**src/rtl/saturn_bus_sequencer_pkg.sv**
```systemverilog
// Shared definitions for the Saturn bus sequencer: hp48_bus command codes,
// sequencer state codes and the requester identifiers.
package saturn_bus_sequencer_pkg;

    localparam logic [3:0] BUSCMD_NOP         = 4'h0;
    localparam logic [3:0] BUSCMD_ID          = 4'h1;
    localparam logic [3:0] BUSCMD_PC_READ     = 4'h2;
    localparam logic [3:0] BUSCMD_DP_READ     = 4'h3;
    localparam logic [3:0] BUSCMD_DP_WRITE    = 4'h4;
    localparam logic [3:0] BUSCMD_CONFIGURE   = 4'h5;
    localparam logic [3:0] BUSCMD_UNCONFIGURE = 4'h6;
    localparam logic [3:0] BUSCMD_RESET       = 4'h7;
    localparam logic [3:0] BUSCMD_LOAD_PC     = 4'h8;
    localparam logic [3:0] BUSCMD_LOAD_DP     = 4'h9;

    typedef enum logic [2:0] {
        ST_IDLE     = 3'd0,
        ST_LOAD     = 3'd1,
        ST_LOAD_CAP = 3'd2,
        ST_XFER     = 3'd3,
        ST_XFER_CAP = 3'd4,
        ST_ERROR    = 3'd5
    } seq_state_t;

    typedef enum logic [1:0] {
        OP_FETCH = 2'd0,
        OP_DP    = 2'd1,
        OP_CFG   = 2'd2
    } seq_op_t;

    // Nibble-transfer command for the operation currently owning the bus
    function automatic logic [3:0] xfer_cmd(input seq_op_t op, input logic write);
        logic [3:0] cmd;
        if (op == OP_DP) begin
            cmd = write ? BUSCMD_DP_WRITE : BUSCMD_DP_READ;
        end else begin
            cmd = BUSCMD_PC_READ;
        end
        return cmd;
    endfunction

endpackage

```
**src/rtl/saturn_bus_sequencer_rr_arbiter.sv**
```systemverilog
// bus_rr_arbiter: configure requests always win; data-pointer and fetch
// requests alternate on a tie, remembering which of the two was served last.
module bus_rr_arbiter
    import saturn_bus_sequencer_pkg::*;
(
    input  logic clk,
    input  logic reset,
    input  logic cfg_req,
    input  logic dp_req,
    input  logic fetch_req,
    input  logic accept,
    output logic grant_cfg,
    output logic grant_dp,
    output logic grant_fetch
);

    logic last_dp_r;

    // One-hot grant: fixed priority for cfg, round-robin between dp and fetch
    always_comb begin
        grant_cfg   = 1'b0;
        grant_dp    = 1'b0;
        grant_fetch = 1'b0;
        if (cfg_req) begin
            grant_cfg = 1'b1;
        end else if (dp_req && fetch_req) begin
            if (last_dp_r) begin
                grant_fetch = 1'b1;
            end else begin
                grant_dp = 1'b1;
            end
        end else if (dp_req) begin
            grant_dp = 1'b1;
        end else if (fetch_req) begin
            grant_fetch = 1'b1;
        end else begin
            grant_cfg = 1'b0;
        end
    end

    // Last-grant register; starts as "fetch" so dp wins the first tie
    always_ff @(posedge clk) begin
        if (!reset) begin
            last_dp_r <= 1'b0;
        end else if (accept && grant_dp) begin
            last_dp_r <= 1'b1;
        end else if (accept && grant_fetch) begin
            last_dp_r <= 1'b0;
        end else begin
            last_dp_r <= last_dp_r;
        end
    end

endmodule

```
**src/rtl/saturn_bus_sequencer.sv**
```systemverilog
// saturn_bus_sequencer: shares the hp48 nibble bus between instruction fetch,
// data-pointer transfers and configure/reset, issuing every command/strobe pair.
module saturn_bus_sequencer
    import saturn_bus_sequencer_pkg::*;
#(
    parameter int LEN_W = 4
) (
    input  logic             clk,
    input  logic             reset,
    input  logic             fetch_req,
    input  logic             fetch_jump,
    input  logic [19:0]      fetch_addr,
    output logic             fetch_valid,
    output logic [3:0]       fetch_nibble,
    input  logic             dp_req,
    input  logic             dp_write,
    input  logic [19:0]      dp_addr,
    input  logic [LEN_W-1:0] dp_len,
    input  logic [3:0]       dp_wdata,
    output logic             dp_wnext,
    output logic             dp_rvalid,
    output logic [3:0]       dp_rdata,
    output logic             dp_done,
    input  logic             cfg_req,
    input  logic             cfg_reset,
    input  logic [19:0]      cfg_addr,
    output logic             cfg_done,
    output logic [3:0]       bus_command,
    output logic [19:0]      bus_address,
    output logic [3:0]       bus_nibble_in,
    input  logic [3:0]       bus_nibble_out,
    output logic             bus_strobe,
    input  logic             bus_error,
    output logic             busy,
    output logic             error
);

    seq_state_t       state_r;
    seq_op_t          op_r;
    logic             write_r;
    logic [LEN_W-1:0] len_r;
    logic [LEN_W-1:0] cnt_r;
    logic             idle_s;
    logic             grant_cfg_s;
    logic             grant_dp_s;
    logic             grant_fetch_s;
    logic             xfer_ok_s;
    logic             last_s;

    assign idle_s = (state_r == ST_IDLE);

    bus_rr_arbiter u_arb (
        .clk         (clk),
        .reset       (reset),
        .cfg_req     (cfg_req),
        .dp_req      (dp_req),
        .fetch_req   (fetch_req),
        .accept      (idle_s),
        .grant_cfg   (grant_cfg_s),
        .grant_dp    (grant_dp_s),
        .grant_fetch (grant_fetch_s)
    );

    // Sequencer FSM; bus-side command, address and strobe are registered and
    // carry a real command only in the cycle following entry to an issue state
    always_ff @(posedge clk) begin
        if (!reset) begin
            state_r     <= ST_IDLE;
            op_r        <= OP_FETCH;
            write_r     <= 1'b0;
            len_r       <= {LEN_W{1'b0}};
            cnt_r       <= {LEN_W{1'b0}};
            bus_command <= BUSCMD_NOP;
            bus_address <= 20'h00000;
            bus_strobe  <= 1'b0;
        end else begin
            bus_command <= BUSCMD_NOP;
            bus_address <= 20'h00000;
            bus_strobe  <= 1'b0;
            case (state_r)
                ST_IDLE: begin
                    if (grant_cfg_s) begin
                        op_r       <= OP_CFG;
                        cnt_r      <= {LEN_W{1'b0}};
                        state_r    <= ST_LOAD;
                        bus_strobe <= 1'b1;
                        if (cfg_reset) begin
                            bus_command <= BUSCMD_RESET;
                        end else begin
                            bus_command <= BUSCMD_CONFIGURE;
                            bus_address <= cfg_addr;
                        end
                    end else if (grant_dp_s) begin
                        op_r        <= OP_DP;
                        write_r     <= dp_write;
                        len_r       <= dp_len;
                        cnt_r       <= {LEN_W{1'b0}};
                        state_r     <= ST_LOAD;
                        bus_strobe  <= 1'b1;
                        bus_command <= BUSCMD_LOAD_DP;
                        bus_address <= dp_addr;
                    end else if (grant_fetch_s) begin
                        op_r       <= OP_FETCH;
                        cnt_r      <= {LEN_W{1'b0}};
                        bus_strobe <= 1'b1;
                        if (fetch_jump) begin
                            state_r     <= ST_LOAD;
                            bus_command <= BUSCMD_LOAD_PC;
                            bus_address <= fetch_addr;
                        end else begin
                            state_r     <= ST_XFER;
                            bus_command <= BUSCMD_PC_READ;
                        end
                    end else begin
                        state_r <= ST_IDLE;
                    end
                end
                ST_LOAD: begin
                    state_r <= ST_LOAD_CAP;
                end
                ST_LOAD_CAP: begin
                    if (bus_error) begin
                        state_r <= ST_ERROR;
                    end else if (op_r == OP_CFG) begin
                        state_r <= ST_IDLE;
                    end else begin
                        state_r     <= ST_XFER;
                        bus_strobe  <= 1'b1;
                        bus_command <= xfer_cmd(op_r, write_r);
                    end
                end
                ST_XFER: begin
                    state_r <= ST_XFER_CAP;
                end
                ST_XFER_CAP: begin
                    cnt_r <= cnt_r + {{(LEN_W-1){1'b0}}, 1'b1};
                    if (bus_error) begin
                        state_r <= ST_ERROR;
                    end else if (op_r != OP_DP || last_s) begin
                        state_r <= ST_IDLE;
                    end else begin
                        state_r     <= ST_XFER;
                        bus_strobe  <= 1'b1;
                        bus_command <= xfer_cmd(op_r, write_r);
                    end
                end
                ST_ERROR: begin
                    state_r <= ST_ERROR;
                end
                default: begin
                    state_r <= ST_IDLE;
                end
            endcase
        end
    end

    // Capture-cycle pulses: a bus error in the same cycle suppresses them,
    // so the bus nibble is forwarded while it is still on the wire
    always_comb begin
        xfer_ok_s   = (state_r == ST_XFER_CAP) && !bus_error;
        last_s      = (cnt_r == len_r);
        fetch_valid = xfer_ok_s && (op_r == OP_FETCH);
        dp_rvalid   = xfer_ok_s && (op_r == OP_DP) && !write_r;
        dp_wnext    = xfer_ok_s && (op_r == OP_DP) && write_r;
        dp_done     = xfer_ok_s && (op_r == OP_DP) && last_s;
        cfg_done    = (state_r == ST_LOAD_CAP) && !bus_error && (op_r == OP_CFG);
        busy        = !idle_s;
        error       = (state_r == ST_ERROR);
        if (fetch_valid) begin
            fetch_nibble = bus_nibble_out;
        end else begin
            fetch_nibble = 4'h0;
        end
        if (dp_rvalid) begin
            dp_rdata = bus_nibble_out;
        end else begin
            dp_rdata = 4'h0;
        end
        // Live write data so a dp_wnext advance shows up in the next XFER
        if ((state_r == ST_XFER) && (op_r == OP_DP) && write_r) begin
            bus_nibble_in = dp_wdata;
        end else begin
            bus_nibble_in = 4'h0;
        end
    end

endmodule

```
**config.mk**
```make
export PLATFORM = sky130hd
export DESIGN_NAME = saturn_bus_sequencer
export DESIGN_NICKNAME = d
export VERILOG_FILES = /design/src/rtl/saturn_bus_sequencer_pkg.sv /design/src/rtl/saturn_bus_sequencer_rr_arbiter.sv /design/src/rtl/saturn_bus_sequencer.sv
export SDC_FILE = /design/constraint.sdc
export NUM_CORES = 1
export LEC_CHECK = 0
export ABC_AREA = 1
export BUFFER_PORTS_ARGS = -buffer_cell sky130_fd_sc_hd__buf_2
export CORE_ASPECT_RATIO = 1.4
export CORE_MARGIN = 4
export CORE_UTILIZATION = 40
export CTS_CLUSTER_SIZE = 8
export DETAILED_ROUTE_END_ITERATION = 12
export PLACE_DENSITY = 0.84
export SLEW_MARGIN = 20
export SYNTH_ARGS = -nofsm -noshare
export SYNTH_HDL_FRONTEND = slang
export SYNTH_HIERARCHICAL = 1
export SYNTH_SLANG_ARGS = --single-unit
```
**constraint.sdc**
```tcl
create_clock -name clk -period 4.1 [get_ports clk]
set_input_delay 0.205 -clock clk [delete_from_list [all_inputs] [get_ports clk]]
set_output_delay 0.205 -clock clk [all_outputs]
set_load 0.005 [all_outputs]
```
# Yosys cells after proc, flatten, opt, wreduce, memory -nomap -nowiden
# Cells that the tools add are included.
[word_totals]
ff_bits = 40
input_bits = 81
out_inout_bits = 44
wordCells = 103
[classes]
addsub = 1
n_eq_ne = 10
n_mux = 56
bitwise = 1
reduce_logical = 26
[op_table]
columns = ["cell", "count"]
rows = [
  ["two-way mux 20 bit", 5],
  ["two-way mux 4 bit", 12],
  ["two-way mux 3 bit", 9],
  ["two-way mux 1 bit", 19],
  ["case mux 3 bit (6 select lines)", 1],
  ["two-way mux 2 bit", 7],
  ["logical AND 1 bit", 13],
  ["case mux 4 bit (3 select lines)", 1],
  ["case mux 4 bit (2 select lines)", 1],
  ["== test 3 x 2 -> 1 bit (second input constant)", 2],
  ["== test 3 bit (second input constant)", 2],
  ["AND reduction 2 bit", 3],
  ["adder 4 x 1 -> 4 bit (second input constant)", 1],
  ["== test 4 bit", 1],
  ["inequality test 4 x 1 -> 1 bit (second input constant)", 1],
  ["nonzero test 2 bit", 2],
  ["== test 3 x 1 -> 1 bit (second input constant)", 1],
  ["zero test 1 bit", 3],
  ["zero test 3 bit", 1],
  ["case mux 1 bit (3 select lines)", 1],
  ["AND reduction 3 bit", 1],
  ["nonzero test 3 bit", 1],
  ["== test 2 x 1 -> 1 bit (second input constant)", 1],
  ["== test 2 bit (second input constant)", 1],
  ["4 further kinds", 4],
]

# Longest topological paths before layout
[depth]
ltp_word = 8
mapped_depth = 9
mapped_depth_nobuf = 9

# Modules after synthesis
# Netlist, hierarchy kept.
[by_module_without_submodules]
columns = ["module", "n_inst", "cells_per_inst", "area_each_um2", "seq_area_each_um2"]
rows = [
  ["saturn_bus_sequencer", 1, 279, 1925.6, 780.7],
  ["bus_rr_arbiter", 1, 13, 82.6, 20.0],
]

# Least setup slack after synthesis
# OpenSTA, ideal clock, no wires.
[synth_timing]
path_type = "register -> register"
start = "register u_arb.last_dp_r"
end = "register cnt_r[2]"
setup_time_ns = 0.123
arrival_ns = 1.191
t_required_ns = 3.977
slack_ns = 2.786
stages_incl_launch_ff = 9
path_buffers = 0
period_less_slack_ns = 1.314
cell_sequence = "dfxtp_1 > nand2_1 > and3_2 > nor2_1 > nand2_1 > o21ai_2 > nor2_1 > xor2_1 > nor2_1"
[synth_via]
elab_chain_cells = 6
word_cells_on_any_way = 11
classes_between = "eq/ne (1); mux (9); reduce/logical (1)"
[synth_rtl]
columns = ["element", "line", "rtl"]
rows = [
  ["start, declared", "saturn_bus_sequencer_rr_arbiter.sv:17", "logic last_dp_r;"],
  ["start signal, assigned", "saturn_bus_sequencer_rr_arbiter.sv:50", "last_dp_r <= last_dp_r;"],
  ["two-way mux 1 bit *", "saturn_bus_sequencer_rr_arbiter.sv:27", "if (last_dp_r) begin"],
  ["two-way mux 1 bit *", "saturn_bus_sequencer_rr_arbiter.sv:26", "end else if (dp_req && fetch_req) begin"],
  ["two-way mux 1 bit *", "saturn_bus_sequencer_rr_arbiter.sv:24", "if (cfg_req) begin"],
  ["named net grant_dp_s", "saturn_bus_sequencer.sv:45", "logic grant_dp_s;"],
  ["two-way mux 4 bit", "saturn_bus_sequencer.sv:93", "end else if (grant_dp_s) begin"],
  ["two-way mux 4 bit", "saturn_bus_sequencer.sv:82", "if (grant_cfg_s) begin"],
  ["case mux 4 bit (2 select lines)", "saturn_bus_sequencer.sv:80", "case (state_r)"],
  ["end signal, assigned", "saturn_bus_sequencer.sv:84", "cnt_r <= {LEN_W{1'b0}};"],
  ["end signal, assigned", "saturn_bus_sequencer.sv:97", "cnt_r <= {LEN_W{1'b0}};"],
  ["end signal, assigned", "saturn_bus_sequencer.sv:104", "cnt_r <= {LEN_W{1'b0}};"],
  ["end, declared", "saturn_bus_sequencer.sv:42", "logic [LEN_W-1:0] cnt_r;"],
]
# The timed path passes the listed nets; every way through them passes the cells marked *.
# A chain may end at the register's enable or synchronous reset.

# Final worst setup path
[layout_timing]
start = "register state_r[2]"
end = "output port dp_rdata[2]"
[layout_via]
elab_chain_cells = 5
[layout_rtl]
columns = ["element", "line", "rtl"]
rows = [
  ["start, declared", "saturn_bus_sequencer.sv:38", "seq_state_t state_r;"],
  ["start signal, assigned", "saturn_bus_sequencer.sv:68", "state_r <= ST_IDLE;"],
  ["start signal, assigned", "saturn_bus_sequencer.sv:85", "state_r <= ST_LOAD;"],
  ["start signal, assigned", "saturn_bus_sequencer.sv:98", "state_r <= ST_LOAD;"],
  ["== test 3 bit", "saturn_bus_sequencer.sv:160", "xfer_ok_s = (state_r == ST_XFER_CAP) && !bus_error;"],
  ["logical AND 1 bit", "saturn_bus_sequencer.sv:160", ""],
  ["logical AND 1 bit (2 in series)", "saturn_bus_sequencer.sv:163", "dp_rvalid = xfer_ok_s && (op_r == OP_DP) && !write_r;"],
  ["two-way mux 4 bit", "saturn_bus_sequencer.sv:174", "if (dp_rvalid) begin"],
  ["end, declared", "saturn_bus_sequencer.sv:22", "output logic [3:0] dp_rdata,"],
]
# No other way between the ends.

==> flow_summary.toml <==
[critical_path]
cp-start-kind = "flip-flop"
cp.required_ns = 3.89
slowest_delay_ns = 0.61
crit_type = "reg2out"
crit_arrival_ns = 1.65
end_kind = "output pin"
cp.buffers_inverters = 3
cp_slowest_cell = "dfxtp_1"
crit_path_max_fanout = 8
cpLargestDelayFamily = "flip-flops"
path_cells = "nand3_2, nor2_2, inv_1, nor2_2, inv_2, nor2_1, buf_2"
crit_top_cell = "nor2_2"

[sta]
rsz0062_at_grt = "false"
timing.hold.ws_ns = 0.143
max_freq_mhz = 540
fin_ws_ns = 2.25
finalClockSkew_ns = 0.00194
max_slew_margin_pct = 50.8
period_minus_slack_ns = 1.85
drv_slew = 0
hold_violations = 0
finalSetupTns_ns = 0
worst_slew_pin_slew_ns = 0.735
fin_crit_sh_pct = 45.1
setup_viol = 0

[floorplan]
core_region_area_mm2 = 0.00484
start_util_pct = 41.5
die_w_um = 67.9
io_pins = 125
die_height_um = 91.8
dieArea_mm2 = 0.00623
num_rows = 30

[synth]
synth_edf_count = 0
yosysTopAreaCellShare_pct = 39.9
synth.yosys.seq_area_share_pct = 39.9
synth_area_mm2 = 0.00201
ys_types = 34
synth-seq-cells = 40
synthCells = 292
syn-num-nets = 374
synth_top_area_cell = "dfxtp_1"
yosysWarnings = 6
synth_most_common_cell = "nand2_1"
synth.avg_cell_area_um2 = 6.88
synthFlopType = "dfxtp_1"
yosys-top-cells-area = "dfxtp_1 (40%), nand2_1 (18%), inv_1 (6.7%)"
async_reset_ff_share_pct = 0
yosys-top-cells-count = "nand2_1 (95), dfxtp_1 (40), inv_1 (36), nor2_1 (28), a31oi_1 (20)"

[clocking]
insertion_delay_ns = 0.28
postCtsSetupBuffers = 0
htree_levels = 2
clockRootBuffer = "clkbuf_8"
cts_buffers = 5
cts_buffer_depth = 2
path_clk_slew_ns = 0.07
cts_resized = 0
cts_tree = "yes"
holdBufCountCts = 0
numClockSinks = 40

[cells_and_area]
syn_to_final_growth_pct = 36.9
nFillCells = 487
multi_input_area_um2 = 988
utilization_pct = 56.8
fin_area_mm2 = 0.00275
nets = 495
diodes = 0
drive_gt1_share_pct = 37.0
seq_area_um2 = 801

[power]
p_leak_uw = 0.00140
ir_drop_v = 0.000215
p_per_area_mw_per_mm2 = 331

[placed_design]
place_ws_ns = 2.03
place.gp.congestion = 0.897
io_buffers = 124
dpl-instance-area_mm2 = 0.00265
dp_hpwl_um = 4530

[grt]
grt-ovfl-total = 0
grtUsageTotal_pct = 18.1
grt_pass1_vias = 2157
grt_pass1_wl_um = 8860
grt_max_degree = 23
antenna_found_initial = 0

[status]
status = "completed"

[worst_hold_path]
hp-class = "in2reg"

[detailed_routing]
postRouteAntennaNets = 0
initialDrtViolationCount = 92
drt-total-wl_um = 5600
dr.pass1.iters = 6
drc = 0
num_vias = 2257
vias_per_cell = 4.72
wl_per_cell_um = 11.7

[job]
maxCapViolations = 0
[cell type report]
class / count / share of cell area, %
multi-input cells: 199 / 35.9
flip-flops and latches: 40 / 29.1
inverters: 42 / 5.91
well taps: 64 / 2.91
repair buffers: 125 / 22.8
clock buffers: 8 / 3.28
[sequential cells by signal (all words and copies together) (netlist names), 2 cells and up]
| register | count |
|---|---|
| op_r | 2 |
| cnt_r | 4 |
| state_r | 3 |
| len_r | 4 |
| bus_address | 20 |
| bus_command | 4 |
[where the power goes]
part,internal [µW],leakage (µW),switching [µW]
logic,86.1,0.00103,124
clock network,137,0.0000455,126
registers,418,0.000326,19.7
[layer usage]
metal  GRT usage [%]  share of wire (%)  vias up
met5               0                  0        -
met4            5.14                1.3        0
met3            5.27                8.1        8
met2            35.1                 55       83
met1            17.5                 36      999
li1                -                  -     1167
[kinds of logic (layout without fill, tap and decap cells)]
family / count (synthesis) / count (layout) / share of synthesized area, %
buf+inv: 53 / 175 / 11.5
fa+ha+maj: 1 / 1 / 0.623
compound gates: 50 / 50 / 15.0
simple gates: 147 / 147 / 32.6
flops: 40 / 40 / 39.9
xor+xnor: 1 / 1 / 0.436
[worst min-delay path, stage by stage]
cell,delay (ns)
buf_2,0.07
nor2_1,0.03
nor2_1,0.08
[placed cells by master, fill, tap and decap left out, types with 2 or more instances in the layout]
cell,n
a21oi_1,9
a21oi_2,2
a31oi_1,20
buf_2,124
clkbuf_1,2
clkbuf_8,6
dfxtp_1,40
inv_1,36
inv_2,4
inv_4,2
nand2_1,95
nand3_1,5
nand4_1,2
nor2_1,28
nor2_2,3
nor2_8,2
nor3_1,2
nor3_2,2
nor3b_1,2
o21ai_0,7
o21ai_1,5
o21ai_2,2
o22ai_1,2
[through the flow]
stage	power (µW)	instances
after detailed placement	657	470
after floorplan	577	292
after global placement	651	470
after CTS	921	478
after global routing	968	478
final	910	478
[worst paths after layout]
check / startpoint / endpoint / slack [ns] / cells after the start
setup reg to reg: u_arb/last_dp_r$_SDFFE_PN0P_ / bus_address[8]$_SDFF_PN0_ / 2.40 / 6
hold / removal: dp_write / write_r$_SDFFE_PN0P_ / 0.14 / 3
setup / recovery: state_r[2]$_SDFF_PN0_ / dp_rdata[2] / 2.25 / 7
hold reg to reg: len_r[3]$_SDFFE_PN0P_ / len_r[3]$_SDFFE_PN0P_ / 0.47 / 2
Note: power is estimated with default switching activity, not from simulation.
